--- config.mk ---
export PLATFORM = sky130hd
export DESIGN_NAME = ps2_command_sender
export DESIGN_NICKNAME = d
export VERILOG_FILES = /design/src/rtl/ps2_command_sender.sv
export SDC_FILE = /design/constraint.sdc
export NUM_CORES = 1
export LEC_CHECK = 0
export CAP_MARGIN = 25
export CORE_UTILIZATION = 34
export CTS_CLUSTER_SIZE = 14
export DETAILED_ROUTE_END_ITERATION = 12
export PLACE_DENSITY_LB_ADDON = 0.15
export SYNTH_ARGS = -nofsm -noshare
export SYNTH_HDL_FRONTEND = slang
export SYNTH_SLANG_ARGS = --single-unit
export TNS_END_PERCENT = 20
--- constraint.sdc ---
create_clock -name clock -period 7.9 [get_ports clock]
set_input_delay 1.58 -clock clock [delete_from_list [all_inputs] [get_ports clock]]
set_output_delay 1.58 -clock clock [all_outputs]
set_load 0.05 [all_outputs]
--- src/rtl/ps2_command_sender.sv ---
// PS/2 host-to-device command transmitter.
// Sends one command byte using the inhibit / request-to-send sequence,
// clocks the frame out on device falling edges and checks the ACK bit.
// The pins are open-drain: the top level builds pin = oe ? 1'b0 : 'bz.
module ps2_command_sender #(
    parameter int unsigned INHIBIT_CYCLES = 5000,
    parameter int unsigned SETUP_CYCLES   = 100,
    parameter int unsigned START_TIMEOUT  = 750000,
    parameter int unsigned PACKET_TIMEOUT = 100000
) (
    input  logic       clock,
    input  logic       reset,
    input  logic       send_command,
    input  logic [7:0] the_command,
    input  logic       ps2_clk_in,
    input  logic       ps2_dat_in,
    output logic       ps2_clk_oe,
    output logic       ps2_dat_oe,
    output logic       busy,
    output logic       command_was_sent,
    output logic       error_timed_out,
    output logic       error_no_ack
);

    localparam int unsigned TIMEOUT_MAX = (START_TIMEOUT > PACKET_TIMEOUT) ? START_TIMEOUT : PACKET_TIMEOUT;
    localparam int unsigned DELAY_MAX   = (INHIBIT_CYCLES > SETUP_CYCLES) ? INHIBIT_CYCLES : SETUP_CYCLES;
    localparam int unsigned COUNT_MAX   = (TIMEOUT_MAX > DELAY_MAX) ? TIMEOUT_MAX : DELAY_MAX;
    localparam int unsigned TW          = $clog2(COUNT_MAX + 1);

    localparam logic [TW-1:0] INHIBIT_LAST = TW'(INHIBIT_CYCLES - 1);
    localparam logic [TW-1:0] SETUP_LAST   = TW'(SETUP_CYCLES - 1);
    localparam logic [TW-1:0] START_LIMIT  = TW'(START_TIMEOUT);
    localparam logic [TW-1:0] PACKET_LIMIT = TW'(PACKET_TIMEOUT);
    localparam logic [TW-1:0] COUNT_SAT    = TW'(COUNT_MAX);

    typedef enum logic [3:0] {
        IDLE,
        INHIBIT,
        REQ,
        WAIT_DEV,
        SEND,
        ACK,
        WAIT_IDLE,
        DONE,
        ERR_TO,
        ERR_NA
    } state_t;

    state_t        state_q, state_d;
    logic [TW-1:0] timer_q, timer_d;
    logic [3:0]    bit_cnt_q, bit_cnt_d;
    logic [9:0]    frame_q, frame_d;
    logic          clk_oe_q, clk_oe_d;
    logic          dat_oe_q, dat_oe_d;

    logic          clk_meta_q, clk_sync_q, clk_prev_q;
    logic          dat_meta_q, dat_sync_q;
    logic          fall;
    logic [TW-1:0] timer_inc;

    // Two-flop synchronisers on both pins plus a delayed copy of the clock for edge detection.
    always_ff @(posedge clock or posedge reset) begin
        if (reset) begin
            clk_meta_q <= 1'b1;
            clk_sync_q <= 1'b1;
            clk_prev_q <= 1'b1;
            dat_meta_q <= 1'b1;
            dat_sync_q <= 1'b1;
        end else begin
            clk_meta_q <= ps2_clk_in;
            clk_sync_q <= clk_meta_q;
            clk_prev_q <= clk_sync_q;
            dat_meta_q <= ps2_dat_in;
            dat_sync_q <= dat_meta_q;
        end
    end

    assign fall      = clk_prev_q & ~clk_sync_q;
    assign timer_inc = (timer_q == COUNT_SAT) ? timer_q : timer_q + TW'(1);

    // State, timer, frame and registered open-drain enables.
    always_ff @(posedge clock or posedge reset) begin
        if (reset) begin
            state_q   <= IDLE;
            timer_q   <= '0;
            bit_cnt_q <= '0;
            frame_q   <= '0;
            clk_oe_q  <= 1'b0;
            dat_oe_q  <= 1'b0;
        end else begin
            state_q   <= state_d;
            timer_q   <= timer_d;
            bit_cnt_q <= bit_cnt_d;
            frame_q   <= frame_d;
            clk_oe_q  <= clk_oe_d;
            dat_oe_q  <= dat_oe_d;
        end
    end

    // Next-state logic; the enables are computed one cycle ahead so the pins come straight from flops.
    always_comb begin
        state_d   = state_q;
        timer_d   = timer_q;
        bit_cnt_d = bit_cnt_q;
        frame_d   = frame_q;
        clk_oe_d  = clk_oe_q;
        dat_oe_d  = dat_oe_q;

        case (state_q)
            IDLE: begin
                clk_oe_d = 1'b0;
                dat_oe_d = 1'b0;
                if (send_command) begin
                    frame_d   = {1'b1, ~^the_command, the_command};
                    bit_cnt_d = '0;
                    timer_d   = '0;
                    clk_oe_d  = 1'b1;
                    state_d   = INHIBIT;
                end
            end

            INHIBIT: begin
                if (timer_q >= INHIBIT_LAST) begin
                    timer_d  = '0;
                    dat_oe_d = 1'b1;
                    state_d  = REQ;
                end else begin
                    timer_d = timer_inc;
                end
            end

            REQ: begin
                if (timer_q >= SETUP_LAST) begin
                    timer_d  = '0;
                    clk_oe_d = 1'b0;
                    state_d  = WAIT_DEV;
                end else begin
                    timer_d = timer_inc;
                end
            end

            WAIT_DEV: begin
                if (fall) begin
                    dat_oe_d  = ~frame_q[0];
                    bit_cnt_d = 4'd1;
                    timer_d   = '0;
                    state_d   = SEND;
                end else if (timer_inc >= START_LIMIT) begin
                    clk_oe_d = 1'b0;
                    dat_oe_d = 1'b0;
                    state_d  = ERR_TO;
                end else begin
                    timer_d = timer_inc;
                end
            end

            SEND: begin
                if (timer_inc >= PACKET_LIMIT) begin
                    clk_oe_d = 1'b0;
                    dat_oe_d = 1'b0;
                    state_d  = ERR_TO;
                end else begin
                    timer_d = timer_inc;
                    if (fall) begin
                        dat_oe_d  = ~frame_q[bit_cnt_q];
                        bit_cnt_d = bit_cnt_q + 4'd1;
                        if (bit_cnt_q == 4'd9) begin
                            state_d = ACK;
                        end
                    end
                end
            end

            ACK: begin
                if (timer_inc >= PACKET_LIMIT) begin
                    clk_oe_d = 1'b0;
                    dat_oe_d = 1'b0;
                    state_d  = ERR_TO;
                end else begin
                    timer_d = timer_inc;
                    if (fall) begin
                        dat_oe_d = 1'b0;
                        state_d  = dat_sync_q ? ERR_NA : WAIT_IDLE;
                    end
                end
            end

            WAIT_IDLE: begin
                if (timer_inc >= PACKET_LIMIT) begin
                    clk_oe_d = 1'b0;
                    dat_oe_d = 1'b0;
                    state_d  = ERR_TO;
                end else begin
                    timer_d = timer_inc;
                    if (clk_sync_q && dat_sync_q) begin
                        state_d = DONE;
                    end
                end
            end

            DONE: begin
                state_d = IDLE;
            end

            ERR_TO, ERR_NA: begin
                clk_oe_d = 1'b0;
                dat_oe_d = 1'b0;
                state_d  = IDLE;
            end

            default: begin
                clk_oe_d = 1'b0;
                dat_oe_d = 1'b0;
                state_d  = IDLE;
            end
        endcase
    end

    assign ps2_clk_oe       = clk_oe_q;
    assign ps2_dat_oe       = dat_oe_q;
    assign busy             = (state_q != IDLE);
    assign command_was_sent = (state_q == DONE);
    assign error_timed_out  = (state_q == ERR_TO);
    assign error_no_ack     = (state_q == ERR_NA);

endmodule

==> impl_results.md <==
- Worst-Skew Late Latency: 0.30 ns
- Cell variety after synth: 70
- Yosys top cell by area: dfrtp_1
- Setup Buffers After CTS: 0
- Worst setup SP type: flip-flop
- CTS max path bufs: 2
- Effective utilization at floorplan: 0.354
- Count of state elements after synthesis: 45
- Largest net degree at the start of global routing: between 40 and 50
- Vias in the first global route: 2885
- Most frequent CP cell: or4_1
- Syn Nets: between 400 and 500
- Port buffer count: 18
- Share of cells above drive strength 1: 0.0944
- Initial antenna violation count: 0
- Core Footprint: 9330 um^2
- CTS tree: built
- H-tree level count: 2
- DRT antenna net count: 0
- Number of CTS-inserted buffers: 5
- Cell area power density: about 240 nW/um^2
- DR iter-0 viols: ~230
- Hold Worst Slack: between 0.3 and 0.4 ns
- CTS-repair resized insts: 0
- Row cnt: 35
- Die area: ~10000 um^2
- Inst Count DP: 512
- Final hold viol count: 0
- Total wire length: just under 9000 um
- Hold Buf Count CTS: 0
- Max-Cap Viols: 0
- Syn Inst Count: roughly 390
- Post-synth EDFFs: 0
- IO Count: 19
- Setup TNS: 0 ns
- Worst-path cell chain: ha_1 -> nand4_2 -> nor4_4 -> xor2_1 -> nor4b_1 -> o22a_1 -> o31ai_1 -> or4_1 -> or4_1 -> o21ai_1
- Area growth syn-to-layout: 10.6%
- Final number of setup-violating endpoints: 0
- Drt via density: slightly below 6
- Avg Cell Area, Syn: approximately 8.4 um^2
- CTS sink cnt: between 40 and 50
- Slew margin rel.: 0.409
- Leak Pwr: about 0.0014 uW
- Max FO, Critical Path: 21
- Final period util: 0.509
- First-pass GRT wire length: ~15000 um
- Nets@finish: roughly 410
- Synth area leaders: dfrtp_1, o21ai_0, nor2_1
- Kind of end point of the critical path: flip-flop
- Cell area after layout: 3650 um^2
- Synth top area share: 0.303
- Fillers: approximately 960
- Top FF cell, synth: dfrtp_1
- Die Ht: 101 um
- Clock slew at reported path FFs: ~0.090 ns
- DP HPWL: roughly 6200 um
- Yosys warning count: 0
- Min-delay worst type: flip-flop to flip-flop
- Crit path max-delay family: simple AND/OR/NAND/NOR gates
- Worst EP arrival: between 4 and 5 ns
- Final min period: about 4 ns
- Status: completed
- RSZ-0062 raised after global routing: no
- Via count: just over 3000
- First-pass detailed-route iteration total: 4
- F_max: between 0.2 and 0.25 GHz
- Antenna diodes: 0
- Crit-path slowest cell: or4_1
- Sequential share of the synthesized area: 0.343
- Setup Skew: 0.00684 ns
- Post-synth ARST share: 1.00
- Pins Over Slew Limit: 0
- Final Instance Count excl. Fillers: approximately 520
- Synth Cell Area: between 3000 and 4000 um^2
- Peak VDD IR: approximately 0.12 mV
- Crit path largest cell delay: roughly 0.76 ns
- GRT Residual Overflow: 0
- Worst path required time: 8.14 ns
- CTS root buffer: clkbuf_8
- Cell Area, Placed: around 3500 um^2
- WS Path Type: flip-flop to flip-flop
- DRC Markers: 0
- WL per Instance: approximately 17 um
- Slew @ Worst Pin: a little under 0.9 ns
- Routability congestion estimate: around 0.84
- Final core utilization: 0.391
- CP bufs+invs: 0
- Die X: roughly 100 um
- GRT Total Usage: 0.185
layout make-up:
type                            count  area, um^2  area share
Clock inverter                      2        38.8      0.0106
Clock buffer                        6        72.6      0.0199
Tap cell                          129         161      0.0442
Sequential cell                    45        1130       0.310
Inverter                           13        48.8      0.0134
Multi-Input combinational cell    307        2000       0.547
Timing Repair Buffer               19         200      0.0549
worst register-to-register path, stage by stage, from the launching register on:
cell	delay (ns)
dfrtp_1	0.45
ha_1	0.42
nand4_2	0.36
nor4_4	0.45
xor2_1	0.12
nor4b_1	0.28
o22a_1	0.30
o31ai_1	0.14
or4_1	0.76
or4_1	0.58
o21ai_1	0.08
final timing paths:
check | cells after the start | endpoint | startpoint | slack (ns)
worst max register to register | 10 | timer_q[3] | timer_q[0] | 3.88
min in group asynchronous | 2 | state_q[0] | reset | 1.58
worst min-delay path | 0 | dat_sync_q | dat_meta_q | 0.36
worst min register to register | 0 | dat_sync_q | dat_meta_q | 0.36
max in group asynchronous | 3 | clk_sync_q | reset | 5.77
worst max-delay path | 10 | timer_q[3] | timer_q[0] | 3.88
routing by layer:
layer / routed length (um) / global-route usage / vias to the layer above
met3: 498 / 0.0291 / 18
met5: 0 / 0 / -
met1: 4010 / 0.251 / 1495
met4: 182 / 0.0613 / 0
met2: 4120 / 0.301 / 107
li1: - / - / 1473
registers in the layout (all words and copies together) (netlist names):
| register | count |
|---|---|
| ps2_dat_oe | 1 |
| clk_meta_q | 1 |
| dat_sync_q | 1 |
| bit_cnt_q | 4 |
| state_q | 4 |
| clk_prev_q | 1 |
| frame_q | 10 |
| clk_sync_q | 1 |
| dat_meta_q | 1 |
| ps2_clk_oe | 1 |
| timer_q | 20 |
stage by stage:
step,total power [uW],setup slack (ns)
CTS,885,3.90
global route,946,3.63
finish,876,3.88
global placement,698,4.04
detailed placement,698,3.94
floorplan,622,4.37
cell usage in the layout (no fill, tap or decap), drive strengths merged, types with 4 or more instances in the layout:
cell type / count
clkbuf: 6
dfrtp: 40
a31oi: 7
nand4: 5
ha: 4
nor3: 13
xnor2: 8
nor4: 10
o21ai: 38
or3: 6
nor4b: 4
o41ai: 6
mux2: 8
dfstp: 5
nand3: 11
nand2: 37
o32ai: 4
and3: 5
inv: 13
nor2: 39
xor2: 4
and2: 4
nand2b: 7
a21oi: 16
o31ai: 11
clkdlybuf4s50: 18
or4: 7
nor3b: 5
report_power, final:
part           switching [uW]  leakage, uW  internal, uW
combinational             175     0.000751           144
sequential               86.7     0.000563           290
clock                    84.5    0.0000554          95.1
cell usage after synthesis (all sizes together) (3+ instances only):
cell type	number
dfrtp	40
nor2	39
o21ai	38
nand2	37
a21oi	16
clkbuf	14
inv	13
nor3	13
buf	12
nand3	11
o31ai	11
nor4	10
mux2	8
xnor2	8
a31oi	7
nand2b	7
or4	7
o41ai	6
or3	6
and3	5
dfstp	5
nand4	5
nor3b	5
and2	4
ha	4
nor4b	4
o32ai	4
xor2	4
a211oi	3
a311oi	3
a32oi	3
and4	3
mux2i	3
cell families (layout without fill, tap and decap cells):
group,Yosys count,after routing,share of synthesized area
AO/OA/AOI/OAI,115,115,0.238
XOR/XNOR,12,12,0.0318
adder cells (fa/ha/maj),4,4,0.0152
buffers and inverters,39,40,0.0523
flip-flops,45,45,0.343
multiplexers,13,13,0.0500
AND/OR/NAND/NOR,163,163,0.270
Power figures use the tool's default switching activity.
==> variant, RTL diff (same settings) <==
Reset style: synchronous (`reset`), changed in 2 clocked blocks.
--- a/src/rtl/ps2_command_sender.sv
+++ b/src/rtl/ps2_command_sender.sv
@@ -59,7 +59,7 @@
     logic [TW-1:0] timer_inc;
 
     // Two-flop synchronisers on both pins plus a delayed copy of the clock for edge detection.
-    always_ff @(posedge clock or posedge reset) begin
+    always_ff @(posedge clock) begin
         if (reset) begin
             clk_meta_q <= 1'b1;
             clk_sync_q <= 1'b1;
@@ -79,7 +79,7 @@
     assign timer_inc = (timer_q == COUNT_SAT) ? timer_q : timer_q + TW'(1);
 
     // State, timer, frame and registered open-drain enables.
-    always_ff @(posedge clock or posedge reset) begin
+    always_ff @(posedge clock) begin
         if (reset) begin
             state_q   <= IDLE;
             timer_q   <= '0;
Behaviour: differs if reset is asserted again (counterexample within 4 cycles, from zero or initial values and one cycle with reset high); with reset held inactive, the same outputs for 10 cycles.
==> variant against the original RTL <==
Sequential cell count unchanged; area after synthesis is 2.1% higher; via count rose by 12%; worst setup slack improved by 0.28 ns; wire length up 14%; global-route usage grew 2.4 points; non-clock buffer count increased by 1; total power fell by 12%; count of clock-buffer cells in the layout decreased by 1; design area is 1.7% higher; combinational power is 15% lower; core utilization up 0.31 points; die area rose by 2.1%.
==> variant: results (changes against the original RTL) <==
| Metric | Value |
|---|---|
| GR Util met2 | `34.1% (+4.0 points)` |
| Critical Path Fanout Max | `15 (-29%)` |
| Worst setup startpoint | `state_q[0]` |
| Crit-path max cell delay | `0.82 ns (+0.06 ns)` |
| Crit path max-delay cell type | `clkdlybuf4s50_1` |
| Number of global-route vias before repair | `3370 (+17%)` |
| Leak | `1.19 nW (-13%)` |
| Slew headroom | `43.8% (+2.9 points)` |
| Routed met3 length | `686 um (+38%)` |
| Ys flop type | `dfxtp_1` |
| Synth Area in Adders | `1.48% (-0.032 points)` |
| Global-route wire length before repair | `17.0 mm (+15%)` |
| Hold path cells | `1 (+1)` |
| Metal-1 WL | `4.30 mm (+7.1%)` |
| DRT Pass-1 Iters | `5 (+1)` |
| Clock skew | `0.0129 ns (+0.00603 ns)` |
| Drt initial violations | `210 (-7.1%)` |
| Commonest cells post-synth | `nand2_1 (50), dfxtp_1 (45), a21oi_1 (34)` |
| WL final | `10.0 mm (+14%)` |
| Dpl cells | `552 (+7.8%)` |
| Placed cell areas | `3580 um^2 (+1.7%)` |
| Worst Min Path Start | `clk_meta_q` |
| GR Util met3 | `4.14% (+1.2 points)` |
| Synth Area in Compound Gates | `30.3% (+6.5 points)` |
| Drt wl/cell | `17.9 um (+5.7%)` |
| Syn Nets | `452 (+11%)` |
| Clock Latency Late Sink | `0.32 ns (+0.02 ns)` |
| Largest net degree at the start of global routing | `45 (-2.2%)` |
| Result of the run | `complete, no violations` |
| Syn_area_per_cell | `7.75 um^2 (-8.2%)` |
| Placement Setup Slack | `4.24 ns (+0.308 ns)` |
| Hold Slack | `0.413 ns (+0.0531 ns)` |
| Multiplexer share of the synthesized area | `3.12% (-1.9 points)` |
| Hold endpoint | `clk_sync_q` |
[variant: layout make-up]
| type | count | area [um^2] |
|---|---|---|
| fill | 970 | 5700 |
| timing repair buffer | 20 | 195 |
| multi-input combinational | 337 | 2240 |
| tap | 129 | 161 |
| clock buffer | 5 | 68.8 |
| clock inverter | 3 | 65.1 |
| inverter | 21 | 78.8 |
| sequential | 45 | 901 |
[variant: power by group]
part / switching, mW / total (mW) / internal (mW)
Sequential: 0.0355 / 0.286 / 0.251
Combinational: 0.178 / 0.271 / 0.0928
Clock: 0.0916 / 0.217 / 0.126
Total: 0.305 / 0.775 / 0.469
[variant: how the worst max path moves through the flow]
| stage | end | slack [ns] | depth (start not counted) |
|---|---|---|---|
| after floorplan | error_timed_out | 4.60 | 3 |
| after global placement | timer_q[1] | 4.22 | 6 |
| after detailed placement | timer_q[1] | 4.24 | 6 |
| after CTS | busy | 4.19 | 3 |
| after global routing | command_was_sent | 4.04 | 3 |
| final | command_was_sent | 4.16 | 3 |
